<file path="src/rtl/odd_multiple_lut_loader_pkg.sv">
// Shared constants, FSM state type and word-width helper for the
// run-time programmable odd-multiple LUT loader.
package odd_multiple_lut_loader_pkg;

  localparam int LUT_DEPTH = 9;
  localparam int IDX_2A    = 8;

  typedef enum logic [1:0] {
    IDLE,
    LOAD_ODD,
    LOAD_2A
  } state_t;

  function automatic int lut_w(input int w);
    return w + 4;
  endfunction

endpackage

</file>
<file path="src/rtl/odd_multiple_lut_loader_lut_regfile.sv">
// Nine-word LUT storage: one write port, synchronous clear, and a registered
// one-hot read where the 2A select bit overrides all others.
module lut_regfile
  import odd_multiple_lut_loader_pkg::*;
#(
  parameter int W = 6,
  localparam int LW = lut_w(W)
) (
  input  logic                 clk,
  input  logic                 reset,
  input  logic                 we,
  input  logic [3:0]           widx,
  input  logic [LW-1:0]        wdata,
  input  logic [LUT_DEPTH-1:0] rd_sel,
  input  logic                 rd_en,
  output logic [LW-1:0]        rd_data
);

  logic [LW-1:0] mem [LUT_DEPTH];
  logic [LW-1:0] sel_word;

  // Descending scan so the lowest set bit wins among entries 0..7.
  always_comb begin
    sel_word = '0;
    if (rd_sel[IDX_2A]) begin
      sel_word = mem[IDX_2A];
    end else begin
      for (int i = IDX_2A - 1; i >= 0; i--) begin
        if (rd_sel[i]) sel_word = mem[i];
      end
    end
  end

  always_ff @(posedge clk) begin
    if (reset) begin
      for (int i = 0; i < LUT_DEPTH; i++) mem[i] <= '0;
      rd_data <= '0;
    end else begin
      if (we && (widx < 4'(LUT_DEPTH))) mem[widx] <= wdata;
      rd_data <= rd_en ? sel_word : '0;
    end
  end

endmodule

</file>
<file path="src/rtl/odd_multiple_lut_loader.sv">
// Coefficient loader: accepts A, writes A,3A,..,15A then 2A into the LUT over
// nine cycles, and serves gated one-hot reads of the finished table.
module odd_multiple_lut_loader
  import odd_multiple_lut_loader_pkg::*;
#(
  parameter int W = 6,
  localparam int LW = lut_w(W)
) (
  input  logic                 clk,
  input  logic                 reset,
  input  logic                 coef_valid,
  output logic                 coef_ready,
  input  logic [W-1:0]         coef,
  input  logic [LUT_DEPTH-1:0] rd_sel,
  output logic [LW-1:0]        rd_data,
  output logic                 lut_valid,
  output logic                 busy,
  output logic                 load_done
);

  state_t        state, state_nxt;
  logic [W-1:0]  a_q;
  logic [LW-1:0] acc;
  logic [LW-1:0] two_a;
  logic [2:0]    idx;
  logic          we;
  logic [3:0]    widx;
  logic [LW-1:0] wdata;
  logic          accept;

  assign two_a      = {{(LW-W-1){1'b0}}, a_q, 1'b0};
  assign coef_ready = ~busy;
  assign accept     = coef_valid && coef_ready;

  always_ff @(posedge clk) begin
    if (reset) state <= IDLE;
    else       state <= state_nxt;
  end

  always_comb begin
    state_nxt = state;
    busy      = 1'b1;
    we        = 1'b0;
    widx      = {1'b0, idx};
    wdata     = acc;
    case (state)
      IDLE: begin
        busy = 1'b0;
        if (coef_valid) state_nxt = LOAD_ODD;
      end
      LOAD_ODD: begin
        we = 1'b1;
        if (idx == 3'd7) state_nxt = LOAD_2A;
      end
      LOAD_2A: begin
        we        = 1'b1;
        widx      = 4'(IDX_2A);
        wdata     = two_a;
        state_nxt = IDLE;
      end
      default: state_nxt = IDLE;
    endcase
  end

  // Accumulator steps by 2A so each odd multiple costs a single add.
  always_ff @(posedge clk) begin
    if (reset) begin
      a_q       <= '0;
      acc       <= '0;
      idx       <= '0;
      lut_valid <= 1'b0;
      load_done <= 1'b0;
    end else begin
      load_done <= (state == LOAD_2A);
      if (accept) begin
        a_q       <= coef;
        acc       <= {4'b0000, coef};
        idx       <= '0;
        lut_valid <= 1'b0;
      end else if (state == LOAD_ODD) begin
        acc <= acc + two_a;
        idx <= idx + 3'd1;
      end else if (state == LOAD_2A) begin
        lut_valid <= 1'b1;
      end
    end
  end

  lut_regfile #(.W(W)) u_lut (
    .clk     (clk),
    .reset   (reset),
    .we      (we),
    .widx    (widx),
    .wdata   (wdata),
    .rd_sel  (rd_sel),
    .rd_en   (lut_valid),
    .rd_data (rd_data)
  );

endmodule

</file>
<file path="config.mk">
export PLATFORM = sky130hd
export DESIGN_NAME = odd_multiple_lut_loader
export DESIGN_NICKNAME = d
export VERILOG_FILES = /design/src/rtl/odd_multiple_lut_loader_pkg.sv /design/src/rtl/odd_multiple_lut_loader_lut_regfile.sv /design/src/rtl/odd_multiple_lut_loader.sv
export SDC_FILE = /design/constraint.sdc
export NUM_CORES = 1
export LEC_CHECK = 0
export ABC_AREA = 1
export CAP_MARGIN = 30
export CORE_ASPECT_RATIO = 0.5
export CORE_UTILIZATION = 64
export DETAILED_ROUTE_END_ITERATION = 7
export PLACE_DENSITY = 0.95
export SYNTH_ARGS = -nofsm -noshare
export SYNTH_HDL_FRONTEND = slang
export SYNTH_SLANG_ARGS = --single-unit
</file>
<file path="constraint.sdc">
create_clock -name clk -period 3.35 [get_ports clk]
set_input_delay 0.8375 -clock clk [delete_from_list [all_inputs] [get_ports clk]]
set_output_delay 0.8375 -clock clk [all_outputs]
set_load 0.02 [all_outputs]
</file>
# Yosys cells after proc, flatten, opt, wreduce, memory -nomap -nowiden
# Memories as Yosys holds them, arrays and structs flattened.
# Index checks and enable logic that the tools add are counted.
[totals]
reg_bits = 33
latch_bits = 0
ram_bits = 90
mem_bits_ro = 0
inputBits = 18
out_inout_bits = 14
memories = 1
[mem_list]
columns = ["name", "words", "width", "rd", "rd_clocked_by_memory_dff", "write_ports", "line_no", "source"]
rows = [
  ["u_lut.mem", 9, 10, 9, 0, 9, "odd_multiple_lut_loader_lut_regfile.sv:19", "logic [LW-1:0] mem [LUT_DEPTH];"],
]
[classes]
n_addsub = 2
multipliers = 0
div = 0
magnitude_cmp = 1
n_eq_ne = 5
shifts = 0
mux = 26
n_bitwise = 2
n_reduce_logical = 10
[op_table]
columns = ["op", "n"]
rows = [
  ["10-bit 2-to-1 mux", 11],
  ["6-bit 2-to-1 mux", 2],
  ["10-bit by 7-bit adder with 10-bit output", 1],
  ["10-bit OR reduction", 1],
  ["1-bit 2-to-1 mux", 8],
  ["4-bit 2-to-1 mux", 2],
  ["2-bit OR reduction", 3],
  ["4-bit < comparator (second input constant)", 1],
  ["2-bit 2-to-1 mux", 2],
  ["2-bit != test (second input constant)", 2],
  ["2-bit case mux with 2 select lines", 1],
  ["2-bit AND reduction", 2],
  ["3-bit by 1-bit adder with 3-bit output (second input constant)", 1],
  ["3-bit == test (second input constant)", 1],
  ["2-bit by 1-bit == test with 1-bit output (second input constant)", 1],
  ["2-bit == test (second input constant)", 1],
  ["1-bit logical AND", 2],
  ["2-bit logical NOT", 1],
  ["1-bit NOT", 2],
  ["2-bit nonzero test", 1],
]

# Longest topological paths before layout
# An unclocked memory read counts as a cell.
[logic_depth]
word_depth = 10
depth_mapped = 11
mapped_depth_nobuf = 11

# By module
# Synthesis repeated with hierarchy kept, for this count alone.
[hier_totals]
hier_cells = 634
hier_area_um2 = 5686.7
[modules_own_cells]
columns = ["module", "instances", "cells_per_inst", "area_per_inst_um2", "seq_area_each_um2"]
rows = [
  ["lut_regfile", 1, 447, 4356.7, 2902.8],
  ["odd_multiple_lut_loader", 1, 187, 1330.0, 460.4],
]

# Worst setup path after synthesis
# Ideal clock, no wire load.
[synth_timing]
kind = "input to register"
from = "input reset"
to = "memory u_lut.mem[0][0] (netlist bit) (enable)"
arrival_time_ns = 1.667
required_time_ns = 3.010
setup_slack_ns = 1.344
path_stages = 7
path_cell_list = "buf_6 > clkinv_4 > nand2_4 > nor2_4 > nand2_1 > buf_2 > nand2_1"
[synth_rtl]
columns = ["item", "line_no", "source"]
rows = [
  ["start: declaration", "odd_multiple_lut_loader.sv:10", "input logic reset,"],
  ["end: declaration", "odd_multiple_lut_loader_lut_regfile.sv:19", ""],
]

# Worst setup path after layout
[layout_timing]
from = "register state[0]"
to = "output busy"
[layout_between]
elab_chain_cells = 2
[layout_lines]
columns = ["item", "line_no", "source"]
rows = [
  ["start: declaration", "odd_multiple_lut_loader.sv:21", "state_t state, state_nxt;"],
  ["start signal: assignment", "odd_multiple_lut_loader.sv:37", "else state <= state_nxt;"],
  ["2-bit logical NOT", "odd_multiple_lut_loader.sv:46", "case (state)"],
  ["1-bit 2-to-1 mux", "odd_multiple_lut_loader.sv:46", ""],
  ["end: declaration", "odd_multiple_lut_loader.sv:17", "output logic busy,"],
]
# Every way passes these cells.

==> flow_summary.json <==
{
  "status": "finished, violations left",
  "violations": "design-rule violations",
  "worst_pin_slew_ps": 851.8,
  "internal_power_mw": 3.145,
  "crit_buf_inv": 3,
  "route.vias.total": 5147,
  "arrival_ps": 1910,
  "reg2reg_to": "u_lut.mem[5][0]",
  "drv_cap": 0,
  "rr_worst_depth": 7,
  "fin_crit_sh_pct": 82.06,
  "root_buffer": "clkbuf_16",
  "io_pins": 32,
  "clock_latency_ps": 440,
  "cts_setup_buffers": 0,
  "route.detailed.drc": 39,
  "grt_max_degree": 21,
  "setup_ws_ps": 600.9,
  "synth_area_mm2": 0.005619,
  "reg2reg_from": "state[0]",
  "place.gp.congestion": 0.9553,
  "p_comb_share_pct": 12.3,
  "setup-tns-final_ps": 0,
  "final-instance-count-excl-fill": 756,
  "diodes": 0,
  "slew_viol_final": 0,
  "min_to": "a_q[2]",
  "power.leakage_nw": 2.582,
  "p_clk_share_pct": 47.0,
  "fin_total_pwr_mw": 4.315,
  "slowest_stage": "clkdlybuf4s50_1",
  "cp.depth": 4,
  "routed_via_density": 6.808,
  "p_sw_share_pct": 27.11,
  "critPathMaxFanout": 3,
  "synthCells": 604,
  "routed_wl_um": 17280,
  "clk_path_buf_depth": 2,
  "timing_worst_setup_path_type": "reg2out",
  "grt_pass1_wl_um": 25930,
  "grt-ovfl-total": 0,
  "die_w_um": 134.5,
  "start_util_pct": 68.04,
  "syn_avg_cell_area_um2": 9.303,
  "num-nets-final": 661,
  "tritoncts": "done",
  "period_minus_slack_ps": 2749,
  "grt_antenna_before_repair": 0,
  "cts.sinks": 123,
  "max_slew_margin_pct": 43.22,
  "cts.hold.buffers_added": 0,
  "crit_path_max_incr_delay_ps": 630,
  "portBuffers": 31,
  "antenna_left": 0,
  "track_usage_pct": 39.96,
  "path_clk_slew_ps": 60,
  "seq_area_frac_synth_pct": 59.85,
  "dp_cells": 724,
  "hold_path_depth": 2,
  "async_flop_share_pct": 0,
  "hp-start": "a_q[2]",
  "grt_pass1_vias": 4745,
  "numCtsBuffers": 17,
  "synth_edf_count": 90,
  "cts_max_level": 4,
  "cp_cell_sequence": "inv_1 -> ha_1 -> inv_1 -> clkdlybuf4s50_1",
  "synth_cell_types": 36,
  "ys_ff_latch": 123,
  "cts_resized": 0,
  "rsz0062_at_grt": "no",
  "p_seq_share_pct": 40.8,
  "drive_gt1_share_pct": 9.006,
  "hold_viol": 0,
  "worst_clock_skew_ps": 12.63,
  "die-area_mm2": 0.009181,
  "dr.pass1.iters": 8,
  "crit_family": "buffers and inverters",
  "crit_top_cell": "inv_1",
  "yosys_warnings": 0,
  "clock.fmax_mhz": 363.8,
  "irDropWorstVdd_v": 0.0004468,
  "cp-start-kind": "flop",
  "dp_hpwl_um": 9119,
  "finalSetupViolations": 0,
  "synthToLayoutAreaGrowth_pct": 17.37,
  "min_path_type": "reg2reg",
  "r2r_slack_ps": 640,
  "chipHeight_um": 68.26,
  "core_mm2": 0.008259,
  "drt_first_iter_violations": 1261,
  "rows": 23,
  "required_ps": 2510,
  "nFillCells": 391,
  "p_sw_mw": 1.170,
  "ys.flop_type": "edfxtp_1",
  "cp-end-kind": "primary output",
  "power_density_mw_per_mm2": 654.2,
  "wl_per_cell_um": 22.86,
  "dp_slack_ps": 646.7
}
==> worst max path at each step <==
stage | from | to | slack, ps
global route | state[0] | busy | 590
floorplan | reset | u_lut.mem[0][0] | 1340
finish | state[0] | busy | 600
detailed placement | rd_sel[6] | u_lut.rd_data[4] | 650
global placement | reset | u_lut.mem[0][9] | 700
CTS | state[0] | busy | 650
==> kinds of logic (layout without fill, tap and decap cells) <==
logic type | Yosys count | count (layout) | share of synthesized area, %
AOI/OAI and AO/OA | 96 | 96 | 9.152
xor gates and xnor gates | 3 | 3 | 0.4677
adders and majority gates | 12 | 12 | 2.806
buffers and inverters | 78 | 115 | 6.057
DFF | 123 | 123 | 59.85
other | 1 | 4 | 0.06674
and+or+nand+nor | 291 | 291 | 21.60
==> routing by layer <==
layer / wire length [um] / GRT usage [%]
met2: 7501 / 61.27
met3: 2647 / 12.89
met4: 1227 / 27.95
met1: 5903 / 49.39
met5: 0 / 0
==> through the flow <==
| stage | hold WS, ps | util, % | cell area (um2) |
|---|---|---|---|
| final | 492.4 | 79.85 | 6595 |
| after detailed placement | 446.4 | 72.05 | 5951 |
| after global routing | 507.3 | 79.85 | 6595 |
| after CTS | 486.9 | 79.85 | 6595 |
| after floorplan | 419.1 | - | 5630 |
| after global placement | 433.2 | 72.05 | 5951 |
==> power groups by stage <==
| stage | Sequential (mW) | Clock (mW) | Combinational, mW |
|---|---|---|---|
| 2_1_floorplan | 1.78 | 0 | 0.316 |
| 3_3_place_gp | 1.78 | 0 | 0.457 |
| 3_5_place_dp | 1.78 | 0 | 0.471 |
| 4_1_cts | 1.75 | 2.00 | 0.497 |
| 5_1_grt | 1.76 | 2.07 | 0.547 |
| 6_report | 1.76 | 2.03 | 0.529 |
==> synthesized netlist by cell type (all sizes together), types with 2 or more instances <==
| cell type | n | area share [%] |
|---|---|---|
| a21oi | 62 | 5.5 |
| a31oi | 3 | 0.33 |
| buf | 20 | 2.0 |
| clkbuf | 8 | 0.53 |
| clkinv | 3 | 0.29 |
| dfxtp | 33 | 12 |
| edfxtp | 90 | 48 |
| ha | 11 | 2.4 |
| inv | 47 | 3.2 |
| nand2 | 122 | 8.4 |
| nand3 | 40 | 3.7 |
| nand4 | 5 | 0.67 |
| nor2 | 121 | 8.6 |
| o21ai | 26 | 2.7 |
| o22ai | 4 | 0.45 |
| xor2 | 2 | 0.31 |
==> cell type report <==
type,count,area [um2],share of cell area (%)
Clock buffer,19,452.9,6.868
Clock inverter,13,191.4,2.903
Inverter,50,195.2,2.960
Multi-Input combinational cell,406,1927,29.22
Sequential cell,123,3363,51.00
Tap cell,112,140.1,2.125
Timing Repair Buffer,33,325.3,4.933
==> flip-flops by register name (all words and copies together), names as in the netlist <==
register / flops
lut_valid: 1
idx: 3
u_lut.mem: 90
acc: 10
a_q: 6
state: 2
load_done: 1
u_lut.rd_data: 10
==> cells in the final DEF, fill, tap and decap left out, drive strengths merged <==
cell | synthesis | final
clkbuf | 8 | 19
nor3 | 1 | 1
a21oi | 62 | 62
conb | 1 | 4
fa | 1 | 1
o22ai | 4 | 4
nand3 | 40 | 40
nand4 | 5 | 5
o211ai | 1 | 1
xor2 | 2 | 2
nor2 | 121 | 121
inv | 47 | 48
edfxtp | 90 | 90
or2 | 1 | 1
ha | 11 | 11
clkinv | 3 | 8
clkinvlp | 0 | 3
dfxtp | 33 | 33
nand2 | 122 | 122
buf | 20 | 2
xnor2 | 1 | 1
a31oi | 3 | 3
clkdlybuf4s50 | 0 | 31
bufinv | 0 | 4
and2 | 1 | 1
o21ai | 26 | 26
==> worst reg2reg max path, delay by kind of cell (launching register included) <==
kind / cells / cell delay, ps
DFF: 1 / 350
adders and majority gates: 1 / 720
buffers and inverters: 2 / 270
and+or+nand+nor: 4 / 1000
Power figures use the tool's default switching activity.
==> RTL edit, RTL diff (config.mk and constraints unchanged) <==
Re-encode `state_t` (3 states) as one-hot, 3 bits wide.
--- a/src/rtl/odd_multiple_lut_loader_pkg.sv
+++ b/src/rtl/odd_multiple_lut_loader_pkg.sv
@@ -5,10 +5,10 @@
   localparam int LUT_DEPTH = 9;
   localparam int IDX_2A    = 8;
 
-  typedef enum logic [1:0] {
-    IDLE,
-    LOAD_ODD,
-    LOAD_2A
+  typedef enum logic [2:0] {
+    IDLE     = 3'b001,
+    LOAD_ODD = 3'b010,
+    LOAD_2A  = 3'b100
   } state_t;
 
   function automatic int lut_w(input int w);
Behaviour: same outputs for any inputs over 10 cycles, from zero or initial values and one cycle with reset high; not proved beyond that.
==> RTL edit against the unedited design <==
Setup slack better by 120 ps; total power is 5.5% lower; first-iteration DRC count shrank 26%; area after synthesis grew 0.94%; sequential cell count rose by 1; synthesized cell count grew 0.66%; global-route usage is 0.89 points lower; die area rose by 0.91%; wire length down 2.2%; sequential share of layout area fell by 0.22 points; cell area rose by 1.0%; highest routed layer unchanged; final cell count rose by 0.79%.
==> RTL edit: results (changes against the unedited design) <==
| Metric | Value |
|---|---|
| First-pass GRT wire length | `25600 microns (-1.4%)` |
| Worst Clk Skew | `11.4 ps (-1.21 ps)` |
| Xor/xnor share of the synthesized area | `0.463% (-0.0043 points)` |
| Switching share of power | `22.5% (-4.6 points)` |
| Reg2Reg Setup Slack | `770 ps (+130 ps)` |
| Hold Path Sink | `acc[0]` |
| Static Leakage | `2.54 nW (-1.5%)` |
| Commonest cells post-synth | `nand2_1, nor2_1, edfxtp_1, a21oi_1, nand3_1` |
| Number of fill cells | `395 (+1.0%)` |
| RePlAce Congestion | `0.909 (-4.8%)` |
| Seq/Total Area, Yosys | `59.7% (-0.20 points)` |
| Layout cells sized above 1 | `11.2% (+2.2 points)` |
| Reg power frac | `42.4% (+1.6 points)` |
| WL met3 | `2850 microns (+7.7%)` |
| Grt met2 use | `61.0% (-0.24 points)` |
| Status | `completed` |
| Combinational gate power | `302 uW (-43%)` |
| Post-layout net count | `664 (+0.45%)` |
| Place WS | `531 ps (-115 ps)` |
| Vias in the first global route | `4794 (+1.0%)` |
| Routed length on met1 | `5730 microns (-3.0%)` |
| Met3 usage | `17.8% (+4.9 points)` |
| Total GRT Usage | `39.1% (-0.89 points)` |
| DP Cell Count | `730 (+0.83%)` |
| WL met2 | `7320 microns (-2.5%)` |
| Hold_sp | `acc[0]` |
| Compound-Gate Fraction of Synth Area | `9.40% (+0.25 points)` |
| Reg2Reg Launch Point | `state[0]` |
| Iteration count of the initial detailed-routing pass | `6 (-2)` |
| Vias | `5039 (-2.1%)` |
| Pwr dens | `612 mW/mm^2 (-6.4%)` |
| Met1 Resource Use GR | `44.9% (-4.5 points)` |
| Worst Tran Pin Value | `1110 ps (+257 ps)` |
| Via density | `6.61 (-2.9%)` |
## RTL edit: worst max-delay path by stage
stage / start / to / slack, ps / cells past startpoint
2_1_floorplan: reset / u_lut.mem[2][0] / 1290 / 6
3_3_place_gp: rd_sel[6] / u_lut.rd_data[3] / 600 / 10
3_5_place_dp: rd_sel[6] / u_lut.rd_data[3] / 530 / 10
4_1_cts: state[0] / coef_ready / 740 / 3
5_1_grt: state[0] / coef_ready / 680 / 3
6_report: state[0] / coef_ready / 720 / 3
## RTL edit: worst max-delay path, stage by stage (launching register included)
cell	delay (ps)
dfxtp_1	450
nand3_1	170
inv_1	130
clkdlybuf4s50_1	620
## RTL edit: area by class of cell
| type | count | area (sq um) | share of cell area [%] |
|---|---|---|---|
| multi-input cells | 411 | 1970 | 29.6 |
| clock inverters | 7 | 163 | 2.44 |
| inverters | 49 | 185 | 2.78 |
| clock buffers | 25 | 485 | 7.29 |
| flip-flops and latches | 124 | 3380 | 50.8 |
| repair buffers | 34 | 333 | 5.00 |
| well taps | 112 | 140 | 2.10 |
